<file path="src/rtl/dec_n_pipe_pkg.sv">
// Shared types for the decoder pipeline: decode mode encoding and the
// output-width derivation used wherever an index is widened to a vector.
package dec_pkg;

  typedef enum logic [1:0] {
    ONEHOT   = 2'd0,
    THERM_LE = 2'd1,
    THERM_GT = 2'd2,
    ZERO     = 2'd3
  } mode_e;

  function automatic int out_w_f(input int in_w);
    return 32'sd1 << in_w;
  endfunction

endpackage

</file>
<file path="src/rtl/dec_n_pipe_if.sv">
// Request/response bundle of the decoder pipeline; master drives requests
// and consumes vectors, slave is the pipeline itself.
interface dec_n_pipe_if import dec_pkg::*; #(
  parameter int IN_W  = 5,
  parameter int DEPTH = 2
);
  localparam int OUT_W = out_w_f(IN_W);
  localparam int CNT_W = $clog2(DEPTH + 1);

  logic             in_valid;
  logic             in_ready;
  logic [IN_W-1:0]  in_idx;
  mode_e            in_mode;
  logic             out_valid;
  logic             out_ready;
  logic [OUT_W-1:0] out_vec;
  logic [CNT_W-1:0] out_cnt;

  modport master (
    output in_valid, in_idx, in_mode, out_ready,
    input  in_ready, out_valid, out_vec, out_cnt
  );

  modport slave (
    input  in_valid, in_idx, in_mode, out_ready,
    output in_ready, out_valid, out_vec, out_cnt
  );
endinterface

</file>
<file path="src/rtl/dec_n_pipe_dec.sv">
// Combinational index-to-vector decoder (one-hot, thermometer <=, thermometer >,
// or all-zero); kept standalone so other blocks can reuse it.
module dec_n import dec_pkg::*; #(
  parameter  int IN_W  = 5,
  localparam int OUT_W = out_w_f(IN_W)
) (
  input  logic [IN_W-1:0]  idx,
  input  mode_e            mode,
  output logic [OUT_W-1:0] vec
);

  // Per-bit decode against the index value.
  always_comb begin
    vec = '0;
    for (int i = 0; i < OUT_W; i++) begin
      case (mode)
        ONEHOT:   vec[i] = (i == int'(idx));
        THERM_LE: vec[i] = (i <= int'(idx));
        THERM_GT: vec[i] = (i > int'(idx));
        ZERO:     vec[i] = 1'b0;
        default:  vec[i] = 1'b0;
      endcase
    end
  end

endmodule

</file>
<file path="src/rtl/dec_n_pipe.sv">
// Decoder followed by a DEPTH-entry in-order FIFO of decoded vectors with
// ready/valid on both sides and pass-through acceptance when full.
module dec_n_pipe import dec_pkg::*; #(
  parameter int IN_W  = 5,
  parameter int DEPTH = 2
) (
  input  logic         clk,
  input  logic         rst_aN,
  dec_n_pipe_if.slave  bus
);

  localparam int OUT_W = out_w_f(IN_W);
  localparam int CNT_W = $clog2(DEPTH + 1);
  localparam int PTR_W = $clog2(DEPTH);

  logic [OUT_W-1:0] mem_q [DEPTH];
  logic [PTR_W-1:0] wr_ptr_q, wr_ptr_d;
  logic [PTR_W-1:0] rd_ptr_q, rd_ptr_d;
  logic [CNT_W-1:0] cnt_q, cnt_d;
  logic             run_q;
  logic [OUT_W-1:0] dec_vec_s;
  logic             in_ready_s, out_valid_s, push_s, pop_s;

  // Pointers wrap at DEPTH-1 so non power-of-two depths work.
  function automatic logic [PTR_W-1:0] ptr_inc(input logic [PTR_W-1:0] p);
    return (p == PTR_W'(DEPTH - 1)) ? '0 : p + PTR_W'(1);
  endfunction

  dec_n #(.IN_W(IN_W)) u_dec (
    .idx  (bus.in_idx),
    .mode (bus.in_mode),
    .vec  (dec_vec_s)
  );

  // Handshake evaluation and next-state of pointers and occupancy.
  always_comb begin
    in_ready_s  = run_q && ((cnt_q < CNT_W'(DEPTH)) || bus.out_ready);
    out_valid_s = (cnt_q != '0);
    push_s      = bus.in_valid && in_ready_s;
    pop_s       = out_valid_s && bus.out_ready;
    wr_ptr_d    = wr_ptr_q;
    rd_ptr_d    = rd_ptr_q;
    cnt_d       = cnt_q;
    if (push_s) begin
      wr_ptr_d = ptr_inc(wr_ptr_q);
    end else begin
      wr_ptr_d = wr_ptr_q;
    end
    if (pop_s) begin
      rd_ptr_d = ptr_inc(rd_ptr_q);
    end else begin
      rd_ptr_d = rd_ptr_q;
    end
    case ({push_s, pop_s})
      2'b10:   cnt_d = cnt_q + CNT_W'(1);
      2'b01:   cnt_d = cnt_q - CNT_W'(1);
      default: cnt_d = cnt_q;
    endcase
  end

  // Control state; run_q holds in_ready low until the first edge after reset.
  always_ff @(posedge clk or negedge rst_aN) begin
    if (!rst_aN) begin
      wr_ptr_q <= '0;
      rd_ptr_q <= '0;
      cnt_q    <= '0;
      run_q    <= 1'b0;
    end else begin
      wr_ptr_q <= wr_ptr_d;
      rd_ptr_q <= rd_ptr_d;
      cnt_q    <= cnt_d;
      run_q    <= 1'b1;
    end
  end

  // Data storage is unreset; the empty mask on out_vec hides stale contents.
  always_ff @(posedge clk) begin
    if (push_s) begin
      mem_q[wr_ptr_q] <= dec_vec_s;
    end
  end

  assign bus.in_ready  = in_ready_s;
  assign bus.out_valid = out_valid_s;
  assign bus.out_vec   = out_valid_s ? mem_q[rd_ptr_q] : '0;
  assign bus.out_cnt   = cnt_q;

endmodule

</file>
<file path="src/flat_wrapper.sv">
// flat-port wrapper written by rule: the top's interface ports become plain ports
module dec_n_pipe_flat import dec_pkg::*;
#(
  parameter int IN_W  = 5,
  parameter int DEPTH = 2
)
  (clk, rst_aN, bus_in_valid, bus_in_idx, bus_in_mode, bus_out_ready, bus_in_ready, bus_out_valid, bus_out_vec, bus_out_cnt);
  dec_n_pipe_if #(.IN_W(IN_W), .DEPTH(DEPTH)) bus_i ();
  input  logic clk;
  input  logic rst_aN;
  input wire logic [$bits(bus_i.in_valid)-1:0] bus_in_valid;
  input wire logic [$bits(bus_i.in_idx)-1:0] bus_in_idx;
  input wire logic [$bits(bus_i.in_mode)-1:0] bus_in_mode;
  input wire logic [$bits(bus_i.out_ready)-1:0] bus_out_ready;
  output wire logic [$bits(bus_i.in_ready)-1:0] bus_in_ready;
  output wire logic [$bits(bus_i.out_valid)-1:0] bus_out_valid;
  output wire logic [$bits(bus_i.out_vec)-1:0] bus_out_vec;
  output wire logic [$bits(bus_i.out_cnt)-1:0] bus_out_cnt;
  assign bus_i.in_valid = bus_in_valid;
  assign bus_i.in_idx = bus_in_idx;
  assign bus_i.in_mode = bus_in_mode;
  assign bus_i.out_ready = bus_out_ready;
  assign bus_in_ready = bus_i.in_ready;
  assign bus_out_valid = bus_i.out_valid;
  assign bus_out_vec = bus_i.out_vec;
  assign bus_out_cnt = bus_i.out_cnt;
  dec_n_pipe #(.IN_W(IN_W), .DEPTH(DEPTH)) u_core (.clk(clk), .rst_aN(rst_aN), .bus(bus_i));
endmodule
</file>
<file path="config.mk">
export PLATFORM = sky130hd
export DESIGN_NAME = dec_n_pipe_flat
export DESIGN_NICKNAME = d
export VERILOG_FILES = /design/src/rtl/dec_n_pipe_pkg.sv /design/src/rtl/dec_n_pipe_if.sv /design/src/rtl/dec_n_pipe_dec.sv /design/src/rtl/dec_n_pipe.sv /design/src/flat_wrapper.sv
export SDC_FILE = /design/constraint.sdc
export NUM_CORES = 1
export LEC_CHECK = 0
export ABC_AREA = 1
export CORE_AREA = 4 4 73 143
export DETAILED_ROUTE_END_ITERATION = 16
export DIE_AREA = 0 0 77 147
export PLACE_DENSITY = 0.64
export SLEW_MARGIN = 10
export SYNTH_ARGS = -nofsm -noshare
export SYNTH_HDL_FRONTEND = slang
export SYNTH_HIERARCHICAL = 1
export SYNTH_SLANG_ARGS = --single-unit
export TNS_END_PERCENT = 100
</file>
<file path="constraint.sdc">
create_clock -name clk -period 5.8 [get_ports clk]
set_clock_uncertainty 0.1 [all_clocks]
set_input_delay 1.45 -clock clk [delete_from_list [all_inputs] [get_ports clk]]
set_output_delay 1.45 -clock clk [all_outputs]
set_load 0.02 [all_outputs]
</file>
==> results.tsv <==
metric	value	unit
crit_family	buffers and inverters	
synthMuxAreaShare	0	%
grt_first_pass_wirelength	14.0	mm
placed_area	4150	µm²
cap_violations	0	
design_area	4530	µm²
syn_area	3670	µm²
reg2reg_slack	3570	ps
crit_chain	clkdlybuf4s50_1 > inv_1 > a21boi_0 > clkdlybuf4s50_1	
setup_ws	1500	ps
leakage	0.00177	µW
path_clk_slew	50	ps
endpoint	bus_in_ready	
place_congestion	0.918	
power_density	481	nW/µm²
numPortBuffers	46	
critical-path-slowest-cell	clkdlybuf4s50_1	
final-seq-area	2050	µm²
ios	47	
ff2ff_path_depth	7	
yosysSeqAreaShare	55.8	%
cp-end-kind	primary output	
max-vdd-ir-drop	249	µV
yosys.area_share.simple	27.1	%
status	finished, final reports clean	
dpl.cell_count	547	
cts_buffer_depth	2	
antenna_found_initial	0	
clk_latency	320	ps
drc_errors	0	
grt_pass1_vias	2810	
required	4250	ps
drtPass1Iterations	4	
min_period	4300	ps
crit_type	in2out	
synth_xor_xnor_area_share	0.239	%
coreArea	9320	µm²
track_usage	15.8	%
critPathArrivalTime	2750	ps
area_growth	23.4	%
fmax	233	MHz
crit_cells	4	
cts_inserted_buffers	9	
nets	466	
crit_path_max_incr_delay	630	ps
wire_per_inst	15.2	µm
n_fill_cell	885	
cts.sinks	69	
cts_resized	0	
layout-drive-gt1-share	8.50	%
fin_crit_sh	74.1	%
hold_path.class	reg2reg	
start_util	39.4	%
fp.dieW	77	µm
hpwl	6.01	mm
ys_seq_elements	69	
antennaDiodeCount	0	
start_kind	input port	
r2r_start	u_core/bus.out_cnt[1]	
setup_viol	0	
rsz0062_at_grt	no	
cpMostUsedCell	clkdlybuf4s50_1	
yosys_warnings	6	
syn_inst	413	
worstReg2RegEnd	u_core/bus.out_cnt[1]	
pre_cts_ws	1500	ps
via_count	2952	
first_iter_violations	186	
yosys.area_share.adder	0.341	%
post_cts_buffers	0	
synth_compound_area_share	9.48	%
worstMarginPinSlew	954	ps
vias_per_cell	5.24	
ctsHoldBuffers	0	
synth.distinct_cells	26	
die_area	11300	µm²
std_cell_rows	50	
multi_input_area	1370	µm²
die_h	147	µm
critPathMaxFanout	4	
startpoint	bus_out_ready	
hold_viol	0	
critPathBufInv	3	
synth_top_family_by_area	simple AND/OR/NAND/NOR gates	
gr-total-overflow	0	
clock-root-buffer	clkbuf_16	
grt_max_degree	36	
finalSetupTns	0	ps
final_antenna_net_count	0	
htree_levels	3	
slew_headroom	36.2	%
final_cells	563	
syn-num-nets	425	
syn_area_per_cell	8.89	µm²
slew_violations	0	
routed_wl	8.55	mm
tritoncts	built	
## area by class of cell
| type | count | area share [%] |
|---|---|---|
| well taps | 104 | 2.87 |
| clock inverters | 7 | 3.56 |
| flip-flops and latches | 69 | 45.2 |
| inverters | 31 | 2.57 |
| multi-input cells | 294 | 30.2 |
| repair buffers | 49 | 10.7 |
| clock buffers | 9 | 4.97 |
## per-layer routing
layer | global-route usage (%) | wire (µm) | up-vias | share of wire, %
li1 | - | - | 1480 | -
met4 | 10.3 | 402 | 0 | 4.7
met5 | 0 | 0 | - | 0
met3 | 2.88 | 335 | 22 | 3.9
met2 | 28.2 | 4740 | 82 | 55
met1 | 16.8 | 3070 | 1368 | 36
## layout by cell type (no fill, tap or decap), drive strengths merged
cell	instances
nand2	147
edfxtp	64
nand3	48
clkdlybuf4s50	46
a21oi	34
inv	31
nor2	30
o21ai	15
clkbuf	9
o211ai	8
bufinv	5
dfrtp	5
nand4	4
buf	3
nor3	2
o22ai	2
clkinvlp	1
clkinv	1
a21boi	1
xnor2	1
ha	1
conb	1
## registers in the layout, indices dropped and copies added (netlist names)
register and cells:
u_core/run_q 1, u_core/wr_ptr_q 1, u_core/rd_ptr_q 1, u_core/mem_q 64, u_core/bus.out_cnt 2
## logic make-up after synthesis
family                     count (synthesis)
and+or+nand+nor                          231
AOI/OAI and AO/OA                         60
DFF                                       69
other                                      1
adders and majority gates                  1
xor gates and xnor gates                   1
buffers and inverters                     50
## cells in the mapped netlist
cell	instances	area share [%]
nand2_2	2	0.34
nor2_8	1	0.55
nor2_1	22	2.2
o21ai_1	1	0.14
a21oi_2	6	1.4
o21ai_0	14	1.9
edfxtp_1	64	52
conb_1	1	0.10
a21oi_1	28	3.8
nor3_1	2	0.27
buf_6	5	1.5
nand4_1	4	0.68
buf_2	8	1.1
nand3_1	48	6.5
nor2_2	4	0.68
inv_2	4	0.41
o211ai_1	8	1.6
nand2_1	145	15
xnor2_1	1	0.24
dfrtp_1	5	3.4
inv_1	27	2.8
a21boi_0	1	0.20
ha_1	1	0.34
o22ai_1	2	0.34
nor2_4	3	0.92
buf_4	6	1.2
## how the worst min path moves through the flow
stage | cells after the start | end | from | slack (ps)
floorplan | 2 | u_core/wr_ptr_q | u_core/wr_ptr_q | 340
global placement | 2 | u_core/wr_ptr_q | u_core/wr_ptr_q | 360
detailed placement | 2 | u_core/wr_ptr_q | u_core/wr_ptr_q | 370
CTS | 2 | u_core/wr_ptr_q | u_core/wr_ptr_q | 380
global route | 2 | u_core/wr_ptr_q | u_core/wr_ptr_q | 430
finish | 2 | u_core/wr_ptr_q | u_core/wr_ptr_q | 380
## metrics by stage
stage / hold slack [ps] / power (µW) / util (%)
after floorplan: 342 / 1190 / -
after global placement: 357 / 1500 / 44.5
after detailed placement: 367 / 1510 / 44.5
after CTS: 380 / 2210 / 48.6
after global routing: 428 / 2300 / 48.6
final: 376 / 2180 / 48.6
## power by group
group | switching [µW] | internal [µW]
Combinational | 516 | 327
Clock | 190 | 505
Sequential | 25.8 | 618
## worst register-to-register path: stages, from the launching register on
cell and delay (ps):
dfrtp_1 450, nor2_4 770, nor2_1 150, ha_1 370
inv_1 90, nand3_1 70, nand2_1 60, nand2_1 50
Power figures use the tool's default switching activity.
